==> config.mk <==
export PLATFORM = sky130hd
export DESIGN_NAME = xbar_bank_arb
export DESIGN_NICKNAME = d
export VERILOG_FILES = /design/src/rtl/mpc_types.sv /design/src/rtl/xbar_rr_pick.sv /design/src/rtl/xbar_bank_arb.sv
export SDC_FILE = /design/constraint.sdc
export NUM_CORES = 1
export LEC_CHECK = 0
export ABC_AREA = 1
export CORE_MARGIN = 4
export CORE_UTILIZATION = 32
export DETAILED_ROUTE_END_ITERATION = 6
export GPL_ROUTABILITY_DRIVEN = 0
export GPL_TIMING_DRIVEN = 0
export PLACE_DENSITY_LB_ADDON = 0.12
export SLEW_MARGIN = 30
export SYNTH_ARGS = -nofsm -noshare
export SYNTH_HDL_FRONTEND = slang
export SYNTH_SLANG_ARGS = --single-unit
export TNS_END_PERCENT = 100
==> constraint.sdc <==
create_clock -name clk -period 2.2 [get_ports clk]
set_input_delay 0.55 -clock clk [delete_from_list [all_inputs] [get_ports clk]]
set_output_delay 0.55 -clock clk [all_outputs]
set_load 0.01 [all_outputs]
==> src/rtl/mpc_types.sv <==
// rtl/mpc_types.sv - shared crossbar request types and channel count
package mpc_types;

   localparam int XBAR_NUM_CH = 3;

   typedef struct packed {
      logic [31:0] addr;
      logic [23:0] wdata;
      logic [7:0]  tag;
   } channel_req_t;

endpackage

==> src/rtl/xbar_rr_pick.sv <==
// rtl/xbar_rr_pick.sv - combinational round-robin pick from a pointer
module xbar_rr_pick #(
   parameter int NUM_CH = 3,
   parameter int PTR_W  = (NUM_CH > 1) ? $clog2(NUM_CH) : 1
) (
   input  logic [NUM_CH-1:0] req,
   input  logic [PTR_W-1:0]  rr_ptr,
   output logic [NUM_CH-1:0] gnt,
   output logic [PTR_W-1:0]  win_idx
);

   int   k;
   logic found;

   // Walk channels starting at rr_ptr, wrapping at NUM_CH; first requester wins.
   always_comb begin
      gnt     = '0;
      win_idx = '0;
      found   = 1'b0;
      k       = 0;
      for (int i = 0; i < NUM_CH; i++) begin
         k = int'(rr_ptr) + i;
         if (k >= NUM_CH) begin
            k = k - NUM_CH;
         end
         if (!found && req[k]) begin
            found   = 1'b1;
            gnt[k]  = 1'b1;
            win_idx = PTR_W'(k);
         end
      end
   end

endmodule

==> src/rtl/xbar_bank_arb.sv <==
// rtl/xbar_bank_arb.sv - per-bank round-robin request arbiter with one-entry output stage
module xbar_bank_arb
   import mpc_types::*;
#(
   parameter int NUM_CH = XBAR_NUM_CH,
   parameter int DATA_W = 64,
   parameter int CNT_W  = 16
) (
   input  logic                     clk,
   input  logic                     rst,
   input  logic [NUM_CH-1:0]        u_req_valid,
   output logic [NUM_CH-1:0]        u_req_ready,
   input  logic [NUM_CH*DATA_W-1:0] u_req_data,
   output logic                     d_req_valid,
   input  logic                     d_req_ready,
   output logic [DATA_W-1:0]        d_req_data,
   output logic [NUM_CH-1:0]        d_ch_1hot_id,
   output logic [CNT_W-1:0]         conflict_cnt
);

   localparam int PTR_W = $clog2(NUM_CH);

   if (DATA_W != $bits(channel_req_t)) begin : g_width_chk
      $error("xbar_bank_arb: DATA_W must equal the width of channel_req_t");
   end

   logic [PTR_W-1:0]  rr_ptr;
   logic [NUM_CH-1:0] gnt;
   logic [PTR_W-1:0]  win_idx;
   logic [DATA_W-1:0] win_data;
   logic              load_en;
   logic              multi_req;

   xbar_rr_pick #(
      .NUM_CH (NUM_CH),
      .PTR_W  (PTR_W)
   ) u_pick (
      .req     (u_req_valid),
      .rr_ptr  (rr_ptr),
      .gnt     (gnt),
      .win_idx (win_idx)
   );

   assign load_en     = ~d_req_valid | d_req_ready;
   assign u_req_ready = (load_en && !rst) ? gnt : '0;
   assign multi_req   = ($countones(u_req_valid) > 1);

   always_comb begin
      win_data = '0;
      for (int i = 0; i < NUM_CH; i++) begin
         if (gnt[i]) begin
            win_data = u_req_data[i*DATA_W +: DATA_W];
         end
      end
   end

   // Stage reloads whenever it is empty or draining; stall freezes it and the pointer.
   always_ff @(posedge clk) begin
      if (rst) begin
         d_req_valid  <= 1'b0;
         d_req_data   <= '0;
         d_ch_1hot_id <= '0;
         rr_ptr       <= '0;
      end else if (load_en) begin
         if (|gnt) begin
            d_req_valid  <= 1'b1;
            d_req_data   <= win_data;
            d_ch_1hot_id <= gnt;
            rr_ptr       <= (win_idx == PTR_W'(NUM_CH - 1)) ? '0 : win_idx + 1'b1;
         end else begin
            d_req_valid <= 1'b0;
         end
      end
   end

   always_ff @(posedge clk) begin
      if (rst) begin
         conflict_cnt <= '0;
      end else if (multi_req && (conflict_cnt != {CNT_W{1'b1}})) begin
         conflict_cnt <= conflict_cnt + 1'b1;
      end
   end

endmodule

# Word level (Yosys, flattened, before mapping)

Index checks and enable logic that the tools add are counted.

Input port bits: 198
Logic and storage cells: 74
Bits in registers: 86
Output and inout bits: 87

Multiplexer cells: 32
Add/sub/neg operators: 9
Reductions and logical operators: 12
Bitwise logic cells: 4
Equality and inequality tests: 2
Order comparisons: 10

Operators with widths:

| kind                  | count |
|---|---|
| $mux 64               | 3 |
| $ge 32x1->1 const B   | 3 |
| $lt 32x4->1 const B   | 3 |
| $mux 32               | 3 |
| $ge 32x3->1 const B   | 2 |
| $sub 32x3->32 const B | 2 |
| $add 16x1->16 const B | 1 |
| $ne 16x16->1 const B  | 1 |
| $mux 1                | 12 |
| $mux 3                | 4 |
| $mux 2                | 4 |
| $logic_and 1x1->1     | 7 |
| $bmux 1 s2            | 3 |
| $demux 1 s2           | 3 |
| $or 3x3->3            | 2 |
| $add 2x1->3           | 1 |
| $add 2x1->3 const B   | 1 |
| $add 2x2->3 const B   | 1 |
| $gt 3x1->1 const B    | 1 |
| $logic_not 1->1       | 3 |
| $reduce_or 3->1       | 1 |
| $sub 2x2->3 const B   | 1 |
| $add 1x1->2           | 1 |
| $add 2x1->2 const B   | 1 |
| other kinds (5)       | 5 |

# Depth between registers and ports, before layout

Depth after elaboration: 15
Depth in mapped cells: 17
Gate-level depth less buffers: 15

# By module

Synthesis repeated with hierarchy kept, for this count alone.

Cell total of the unflattened synthesis: 810
Area, all modules: 4936.0 um^2

Modules (own cells, without submodules):

| module        | cells an instance | area an instance (um^2) | sequential area each (um^2) | times used |
|---|---|---|---|---|
| xbar_bank_arb | 748               | 4619.4                  | 1721.7                      | 1 |
| xbar_rr_pick  | 62                | 316.6                   | 0.0                         | 1 |

# Worst setup path after synthesis

OpenSTA, ideal clock, no wires.

Path type: flip-flop to output port
Start: reg rr_ptr[0]
End: out u_req_ready[2]
Data required time: 1.650 ns
Path buffers: 2
Data arrival time: 1.859 ns
Stages on the path, launching flop included: 14
Setup slack: -0.209 ns
Cells stage by stage: dfxtp_1 > inv_1 > ha_1 > o21ai_1 > nand2_2 > inv_2 > nand2_1 > nor2_2 > inv_1 > nand2_1 > buf_2 > buf_2 > nand2_1 > inv_1

Cells in the longest elaborated chain, start to end: 13
Elaborated cells on any way between the ends: 47
Classes of those cells: 5 x add/sub; 9 x order compare; 24 x mux; 2 x bitwise; 7 x reduce/logical

RTL lines:

| item                                                   | RTL line            | text |
|---|---|---|
| start: declaration                                     | xbar_bank_arb.sv:27 | `logic [PTR_W-1:0] rr_ptr;` |
| start signal: assignment                               | xbar_bank_arb.sv:69 | `rr_ptr <= (win_idx == PTR_W'(NUM_CH - 1)) ? '0 : win_idx + 1'b1;` |
| branches (longest 11 deep; another with $sub 32x3->32) | --                  |  |
| $mux 3 *                                               | xbar_rr_pick.sv:26  | `if (!found && req[k]) begin` |
| $mux 3 *                                               | xbar_bank_arb.sv:45 | `assign u_req_ready = (load_en && !rst) ? gnt : '0;` |
| end: declaration                                       | xbar_bank_arb.sv:12 | `output logic [NUM_CH-1:0] u_req_ready,` |

Mark *: on every way between the ends. The select of a mux whose other input is x is not followed.

# Worst setup path after layout

Start: reg rr_ptr[0]
End: out u_req_ready[1]

Same word-level chain as after synthesis.

==> flow_summary.json <==
{
  "min_period_ns": 2.67,
  "cellLeakagePower_nw": 4.47,
  "placedInstanceArea_sq_um": 8660,
  "fin_crit_sh": 1.22,
  "ys_types": 31,
  "antenna_found_initial": 0,
  "rows": 47,
  "placed_cells": 1414,
  "start_util": 0.329,
  "worst_slew_pin_slew_ns": 0.588,
  "drive_gt1_frac": 0.232,
  "end_kind": "output pin",
  "synth_warnings": 0,
  "seqPwrFrac": 0.115,
  "ir_worst_vdd_uv": 944,
  "wl_per_cell_um": 16.5,
  "dp_hpwl_um": 16700,
  "grt_pass1_wl_um": 37100,
  "worstPathRequired_ns": 1.65,
  "skew_ns": 0.00746,
  "vias": 7002,
  "syn_to_final_growth_pct": 95.0,
  "numCtsBuffers": 9,
  "power.internal_mw": 11.1,
  "p_sw_mw": 9.34,
  "mappedNetlistArea_sq_um": 5490,
  "seq_area_frac_synth": 0.314,
  "die_area_sq_um": 19300,
  "nNetsFinal": 1461,
  "slew_headroom": 0.608,
  "die-height_um": 139,
  "rsz0062_at_grt": "true",
  "cts.sinks": 86,
  "netSwitchingFraction": 0.457,
  "cts_tree": "yes",
  "port-buffer-count": 283,
  "grt.overflow.total": 0,
  "path_clk_slew_ns": 0.07,
  "grt_util_all_layers": 0.239,
  "drt_iter0_drc": 269,
  "clock_tree.root_cell": "clkbuf_16",
  "vias_per_cell": 4.72,
  "outcome": "finished, violations left",
  "layout_common_cells": "clkdlybuf4s50_1, nand2_1, inv_1, a21oi_1, dfxtp_1",
  "ys_seq_elements": 86,
  "critPathKind": "reg2out",
  "crit_arrival_ns": 2.12,
  "ios": 285,
  "diodes": 0,
  "clock_path_buffers": 2,
  "first_global_vias": 6841,
  "hp-class": "reg2reg",
  "hold_viol_final": 0,
  "synthCells": 911,
  "slew_viol_final": 0,
  "cp_max_fo": 6,
  "drc_errors": 0,
  "worst_setup_path_start_kind": "flop",
  "drt_first_pass_iters": 4,
  "clock.fmax_ghz": 0.374,
  "finalSetupViolations": 72,
  "postSynthAreaPerCell_sq_um": 6.02,
  "power.density_nw_per_um2": 1910,
  "grt_max_degree": 15,
  "final_cells": 1482,
  "fin_area_sq_um": 10700,
  "cts_max_level": 3,
  "final_common_cell": "clkdlybuf4s50_1",
  "setup_ws_ns": -0.473,
  "clock_latency_ns": 0.35,
  "violations": "negative setup slack",
  "clockPowerShare": 0.072,
  "ant_nets": 0,
  "combinationalPowerShare": 0.813,
  "max_cap_violations": 0,
  "core_sq_um": 16700,
  "wl_um": 24500,
  "synth_nets": 1115,
  "fp.dieW_um": 139
}
==> logic make-up (layout without fill, tap and decap cells) <==
kind of cell,after synthesis,in the layout,synth area share
AO/OA/AOI/OAI,164,164,0.152
XOR/XNOR,2,2,0.00319
adder cells (fa/ha/maj),6,6,0.0137
buffers and inverters,160,511,0.122
AND/OR/NAND/NOR,493,493,0.395
flip-flops,86,86,0.314
==> power by group through the flow <==
stage / logic, mW / clock network [mW] / registers, mW
3_5_place_dp: 9.66 / 0 / 2.37
4_1_cts: 15.1 / 1.50 / 2.34
3_3_place_gp: 9.60 / 0 / 2.35
5_1_grt: 17.9 / 1.56 / 2.40
2_1_floorplan: 6.12 / 0 / 2.56
6_report: 16.6 / 1.48 / 2.35
==> worst max-delay path: stages, from the launching register on <==
cell     delay [ns]
dfxtp_4        0.38
inv_4          0.04
ha_4           0.31
inv_4          0.04
nand2_2        0.05
nand3_2        0.08
nand2_4        0.10
buf_6          0.11
nand3_4        0.08
nor2_4         0.13
nor2_4         0.05
buf_8          0.12
buf_8          0.11
nor2_4         0.07
buf_6          0.10
==> final timing paths <==
path | startpoint | to | slack, ns | cells past startpoint
worst min register to register | d_ch_1hot_id[2] | d_ch_1hot_id[2] | 0.46 | 2
worst max register to register | rr_ptr[0] | d_req_data[62] | -0.41 | 20
worst max-delay path | rr_ptr[0] | u_req_ready[1] | -0.47 | 14
worst min-delay path | d_ch_1hot_id[2] | d_ch_1hot_id[2] | 0.46 | 2
==> cell type report <==
cell class | count | area, sq um
flip-flops and latches | 86 | 1730
multi-input cells | 665 | 3870
inverters | 104 | 400
clock inverters | 5 | 35.0
fillers | 1584 | 6000
well taps | 220 | 275
repair buffers | 337 | 3640
clock buffers | 11 | 243
plain buffers | 54 | 505
==> cell usage after synthesis, drive strengths merged <==
cell / number / area, sq um
nand3b: 1 / 7.51
buf: 36 / 206
inv: 104 / 390
xor2: 2 / 17.5
dfxtp: 86 / 1720
clkbuf: 20 / 75.1
a31oi: 1 / 6.26
a21oi: 144 / 721
nand3: 87 / 445
nand2: 243 / 920
ha: 6 / 75.1
nor2: 88 / 338
or2: 64 / 400
a211oi: 1 / 7.51
nor4: 1 / 6.26
nor3: 4 / 20.0
o21ai: 16 / 83.8
o211ai: 1 / 7.51
o21a: 1 / 7.51
nand4: 5 / 31.3
==> layer usage <==
metal / vias up / track usage / routed length, um / share of wire
met5: - / 0 / 0 / 0
met4: 0 / 0.0829 / 706 / 0.029
met3: 38 / 0.0697 / 2090 / 0.085
met2: 266 / 0.400 / 11600 / 0.47
met1: 3122 / 0.294 / 10100 / 0.41
li1: 3576 / - / - / -
==> repair_timing <==
item,CTS,global route
hold buffers,0,0
gates resized for setup,209,124
pin swaps,68,50
cloned,16,1
setup buffers,29,12
setup endpoints to repair,74,74
==> per-stage QoR <==
stage	setup WS (ns)	TNS [ns]	hold slack (ns)	utilization	power, mW
after floorplan	-0.00190	-0.00190	0.487	-	8.68
after global placement	-1.23	-60.48	0.457	0.519	11.9
after detailed placement	-1.26	-61.62	0.457	0.519	12.0
after CTS	-0.458	-17.10	0.465	0.613	19.0
after global routing	-0.567	-31.54	0.484	0.641	21.9
final	-0.473	-22.79	0.460	0.641	20.5
==> sequential cells by signal, summed over array words and instances (netlist names) <==
name	flops
d_req_data	64
d_req_valid	1
d_ch_1hot_id	3
rr_ptr	2
conflict_cnt	16
No activity file was read; power rests on OpenSTA's default activity.
==> RTL change 1, RTL diff (same settings) <==
Make the reset (`rst`) asynchronous in 2 clocked blocks.
--- a/src/rtl/xbar_bank_arb.sv
+++ b/src/rtl/xbar_bank_arb.sv
@@ -57,3 +57,3 @@
    // Stage reloads whenever it is empty or draining; stall freezes it and the pointer.
-   always_ff @(posedge clk) begin
+   always_ff @(posedge clk or posedge rst) begin
       if (rst) begin
@@ -75,3 +75,3 @@
 
-   always_ff @(posedge clk) begin
+   always_ff @(posedge clk or posedge rst) begin
       if (rst) begin
Formal check against the unedited RTL: differs if rst is asserted again (counterexample within 4 cycles, from zero or initial values and one cycle with rst high); with rst held inactive, the same outputs for 4 cycles.
==> RTL change 1 against the unedited design <==
  * First-iteration DRC count grew 25%
  * Routed wire length shrank 4.5%
  * The flow still finishes with violations (setup timing)
  * Sequential cell count is the same
  * Total power shrank 12%
  * Highest routed layer unchanged
  * Synthesized cell count grew 2.5%
  * Final area shrank 8.0%
  * Largest power group unchanged
  * Count of clock-buffer cells in the layout shrank 2
  * Clock skew is essentially flat
  * Non-clock buffer count shrank 25
  * Area after synthesis grew 9.0%
  * Setup slack lost 0.25 ns
==> RTL change 1: results (changes against the unedited design) <==
| Metric | Value |
|---|---|
| Outcome | finished with violations |
| Failing checks | setup timing |
| Largest cells by area after synthesis | dfrtp_1 36%, nand2_1 19%, nand3_1 12%, nor2_1 9.1%, o21ai_1 5.5% |
| Number of global-route vias before repair | 6809 (-0.47%) |
| CLK BUF | 9 (-2) |
| Met3 routed WL | 1770 um (-15%) |
| Clock skew | 0.00731 ns (-0.000152 ns) |
| Hpwl dp | 17300 um (+3.1%) |
| Post-Synth XOR/XNOR Area | 0.0220 (+0.0188) |
| Post-Route M1 WL | 9870 um (-2.5%) |
| Synth cell types | 25 (-19%) |
| Met3 Use GR | 0.0493 (-0.0204) |
| Primary FF master, synth | dfrtp_1 |
| DR vias | 7008 (+0.086%) |
| Critical path destination | u_req_ready[0] |
| Post-synthesis compound-gate area fraction | 0.0630 (-0.0889) |
| Pwr Total | 18.0 mW (-12%) |
| Placed cells | 1450 (+2.5%) |
| Adder-cell share of the synthesized area | 0.0126 (-0.00113) |
| Final setup vio count | 60 (-17%) |
| Post-synth top cells | 298 x nand2_1, 145 x nand3_1, 145 x nor2_1 |
| Global-route wire length before repair | 35900 um (-3.3%) |
| FILL cells | 1794 (+13%) |
| VDD IR-drop max | 0.000882 V (-6.6%) |
| Multi-input gate count | 698 (+5.0%) |
| Portion of netlist area occupied by mux cells | 0.00188 (+0.00188) |
| PostCTS Resize Cnt | 52 (-75%) |
| CP arrival | 2.38 ns (+0.26 ns) |
| Worst Hold Launch | d_req_data[62]$_DFFE_PP0P_ |
| Final clock-cell share | 0.0309 (+0.00493) |
| Leak | 4.81 nW (+7.7%) |
| Worst hold slack | 0.484 ns (+0.0238 ns) |
| Register area share after synthesis | 0.360 (+0.0461) |
| Finished Layout Cells | 1483 (+0.067%) |
| Non-clk bufs | 366 (-6.4%) |
| CP max-delay cell | dfrtp_1 |
| Setup WS post-layout | -0.728 ns (-0.255 ns) |
| Mapped Cells | 934 (+2.5%) |
| Syn_nets | 1138 (+2.1%) |
| Largest net degree at the start of global routing | 26 (+11) |
| Hold EP | d_req_data[62]$_DFFE_PP0P_ |
| DRT iter0 DRCs | 336 (+25%) |
| Seq cells | 86 (unchanged) |
| Seq group | 2.71 mW (+15%) |
| Slew Limit Headroom | 0.600 (-0.00787) |
RTL change 1: cell types whose count changed in the layout (fill, tap and decap cells not counted), sizes merged, moves of 7 or more:
| cell | change |
|---|---|
| nand3 | +61 |
| xnor2 | +7 |
| dfxtp | -86 |
| clkbuf | -16 |
| a21oi | -144 |
| buf | -12 |
| o21ai | +55 |
| nand2 | +57 |
| dfrtp | +86 |
| or2 | -64 |
| inv | -15 |
| nor2 | +60 |
RTL change 1: critical path, delay by kind of cell, from the launching register on:
kind | cells | cell delay (ns)
flip-flops | 1 | 0.40
AND/OR/NAND/NOR | 7 | 0.65
buffers and inverters | 4 | 0.48
AO/OA/AOI/OAI | 1 | 0.24
adder cells (fa/ha/maj) | 1 | 0.24
RTL change 1: cell families (layout without fill, tap and decap cells):
group                      Yosys count  in the layout
DFF                                 86             86
adders and majority gates            6              6
AOI/OAI and AO/OA                   74             74
xor gates and xnor gates            15             15
muxes                                1              1
other                                0              1
buffers and inverters              150            469
and+or+nand+nor                    602            602
==> RTL change 2, RTL diff (config.mk and constraints unchanged) <==
Without the edit above. `CNT_W`: 16 -> 20.
--- a/src/rtl/xbar_bank_arb.sv
+++ b/src/rtl/xbar_bank_arb.sv
@@ -6,3 +6,3 @@
    parameter int DATA_W = 64,
-   parameter int CNT_W  = 16
+   parameter int CNT_W  = 20
 ) (
Ports: changed (resized conflict_cnt); port bits go from 285 to 289. No check against the original RTL was run, so the function may have changed too.
==> RTL change 2 against the unedited design <==
  * The flow still finishes with violations (setup timing)
  * Via count grew 1.8%
  * Final area shrank 0.99%
  * Sequential cell count grew 4
  * Die area grew 4.7%
  * Total power shrank 12%
  * Cell count grew 2.4%
  * Critical path depth shrank 2
  * Global-route usage shrank 2.4 points
  * Routed wire length shrank 2.7%
  * Setup slack gained 0.033 ns
  * Area after synthesis grew 4.9%
  * Sequential share of layout area grew 0.91 points
  * Clock skew shrank 0.0017 ns
==> RTL change 2: results (changes against the unedited design) <==
| Metric | Value |
|---|---|
| Worst r2r dst | d_req_data[49]$_SDFFE_PP0P_ |
| GRT Overall Usage | 0.215 (-0.0243) |
| Largest net degree at the start of global routing | 16 (+1) |
| Buffers on Ports | 288 (+1.8%) |
| Mapped Cells | 951 (+4.4%) |
| Worst hold slack | 0.473 ns (+0.0126 ns) |
| Synth cell types | 35 (+13%) |
| Largest fanout on the critical path | 7 (+1) |
| Leak | 4.44 nW (-0.65%) |
| Syn_nets | 1155 (+3.6%) |
| Worst Hold Launch | d_ch_1hot_id[0]$_SDFFE_PP0P_ |
| Final setup vio count | 72 (unchanged) |
| Vias per cell | 4.70 (-0.58%) |
| Setup WS post-layout | -0.440 ns (+0.0329 ns) |
| DP Area | 8980 um^2 (+3.8%) |
| Register area share after synthesis | 0.313 (-0.000886) |
| Failing checks | setup timing |
| DR vias | 7126 (+1.8%) |
| Number of global-route vias before repair | 6519 (-4.7%) |
| DR WL/cell | 15.7 um (-5.0%) |
| Largest cells by area after synthesis | dfxtp_1 31%, nand2_1 16%, a21oi_1 12%, nand3_1 7.6%, inv_1 6.8% |
| CP arrival | 2.09 ns (-0.03 ns) |
| Hold EP | d_ch_1hot_id[0]$_SDFFE_PP0P_ |
| Metal2 WL | 12200 um (+4.8%) |
| Setup Slack @ Placement | -1.23 ns (+0.0375 ns) |
| Pwr per Cell Area | 1700 nW/um^2 (-11%) |
| Placed cells | 1464 (+3.5%) |
| Layout cells sized above 1 | 0.200 (-0.0325) |
| Outcome | finished with violations |
| Post-Route M1 WL | 9980 um (-1.4%) |
[RTL change 2: cell types whose count changed in the layout (fill, tap and decap cells not counted), moves of 8 or more]
cell	delta
a21oi_2	+38
buf_8	-8
buf_16	-12
nand3_1	+8
nand2_2	-49
a21oi_1	-36
nand2_1	+66
[RTL change 2: worst register-to-register path, stage by stage (launching register included)]
cell and delay (ns):
dfxtp_4 0.36, buf_4 0.14, ha_4 0.16, inv_1 0.12
nand3_2 0.12, nand2_4 0.13, nand3_4 0.10, buf_4 0.15
nor2_4 0.10, nor2_4 0.05, buf_4 0.13, buf_6 0.11
nand3_4 0.08, nand2_8 0.12, buf_12 0.20, buf_12 0.15
a21oi_4 0.13, nor2_1 0.06
[RTL change 2: where the power goes]
part	switching, mW	total [mW]	leakage [nW]	internal [mW]
clock network	0.707	1.62	0.152	0.915
registers	0.233	2.40	0.743	2.16
logic	7.48	14.0	3.54	6.56
total	8.42	18.1	4.44	9.64
[RTL change 2: kinds of logic (layout without fill, tap and decap cells)]
group | after synthesis | count (layout) | synth area share
compound gates | 162 | 162 | 0.144
xor+xnor | 6 | 6 | 0.00912
fa+ha+maj | 6 | 6 | 0.0130
flops | 90 | 90 | 0.313
simple gates | 519 | 519 | 0.398
buf+inv | 168 | 509 | 0.123
[RTL change 2: cell type report]
type / instances / area share
plain buffers: 53 / 0.0461
flip-flops and latches: 90 / 0.171
multi-input cells: 693 / 0.372
repair buffers: 330 / 0.316
well taps: 225 / 0.0266
clock inverters: 6 / 0.00626
clock buffers: 10 / 0.0226
inverters: 110 / 0.0399
[RTL change 2: routing by layer]
layer,vias to the layer above,global-route usage
met5,-,0
met4,0,0.0596
met3,30,0.0363
met2,181,0.386
met1,3237,0.264
li1,3678,-
[RTL change 2: worst max-delay path by stage]
stage | startpoint | to | slack, ns | cells past startpoint
global route | rr_ptr[0]$_SDFFE_PP0P_ | u_req_ready[1] | -0.56 | 12
global placement | u_req_valid[2] | u_req_ready[1] | -1.24 | 11
finish | rr_ptr[0]$_SDFFE_PP0P_ | u_req_ready[1] | -0.44 | 12
detailed placement | u_req_valid[2] | u_req_ready[1] | -1.23 | 11
CTS | rr_ptr[0]$_SDFFE_PP0P_ | u_req_ready[1] | -0.40 | 13
floorplan | rr_ptr[0]$_SDFFE_PP0P_ | u_req_ready[2] | -0.008 | 14
[RTL change 2: repair_timing]
action,in CTS,in global routing
hold endpoints to repair,0,0
gates cloned,1,3
endpoints found under the setup margin,75,84
pin swaps,13,38
resized for setup,114,167
setup buffers,19,21
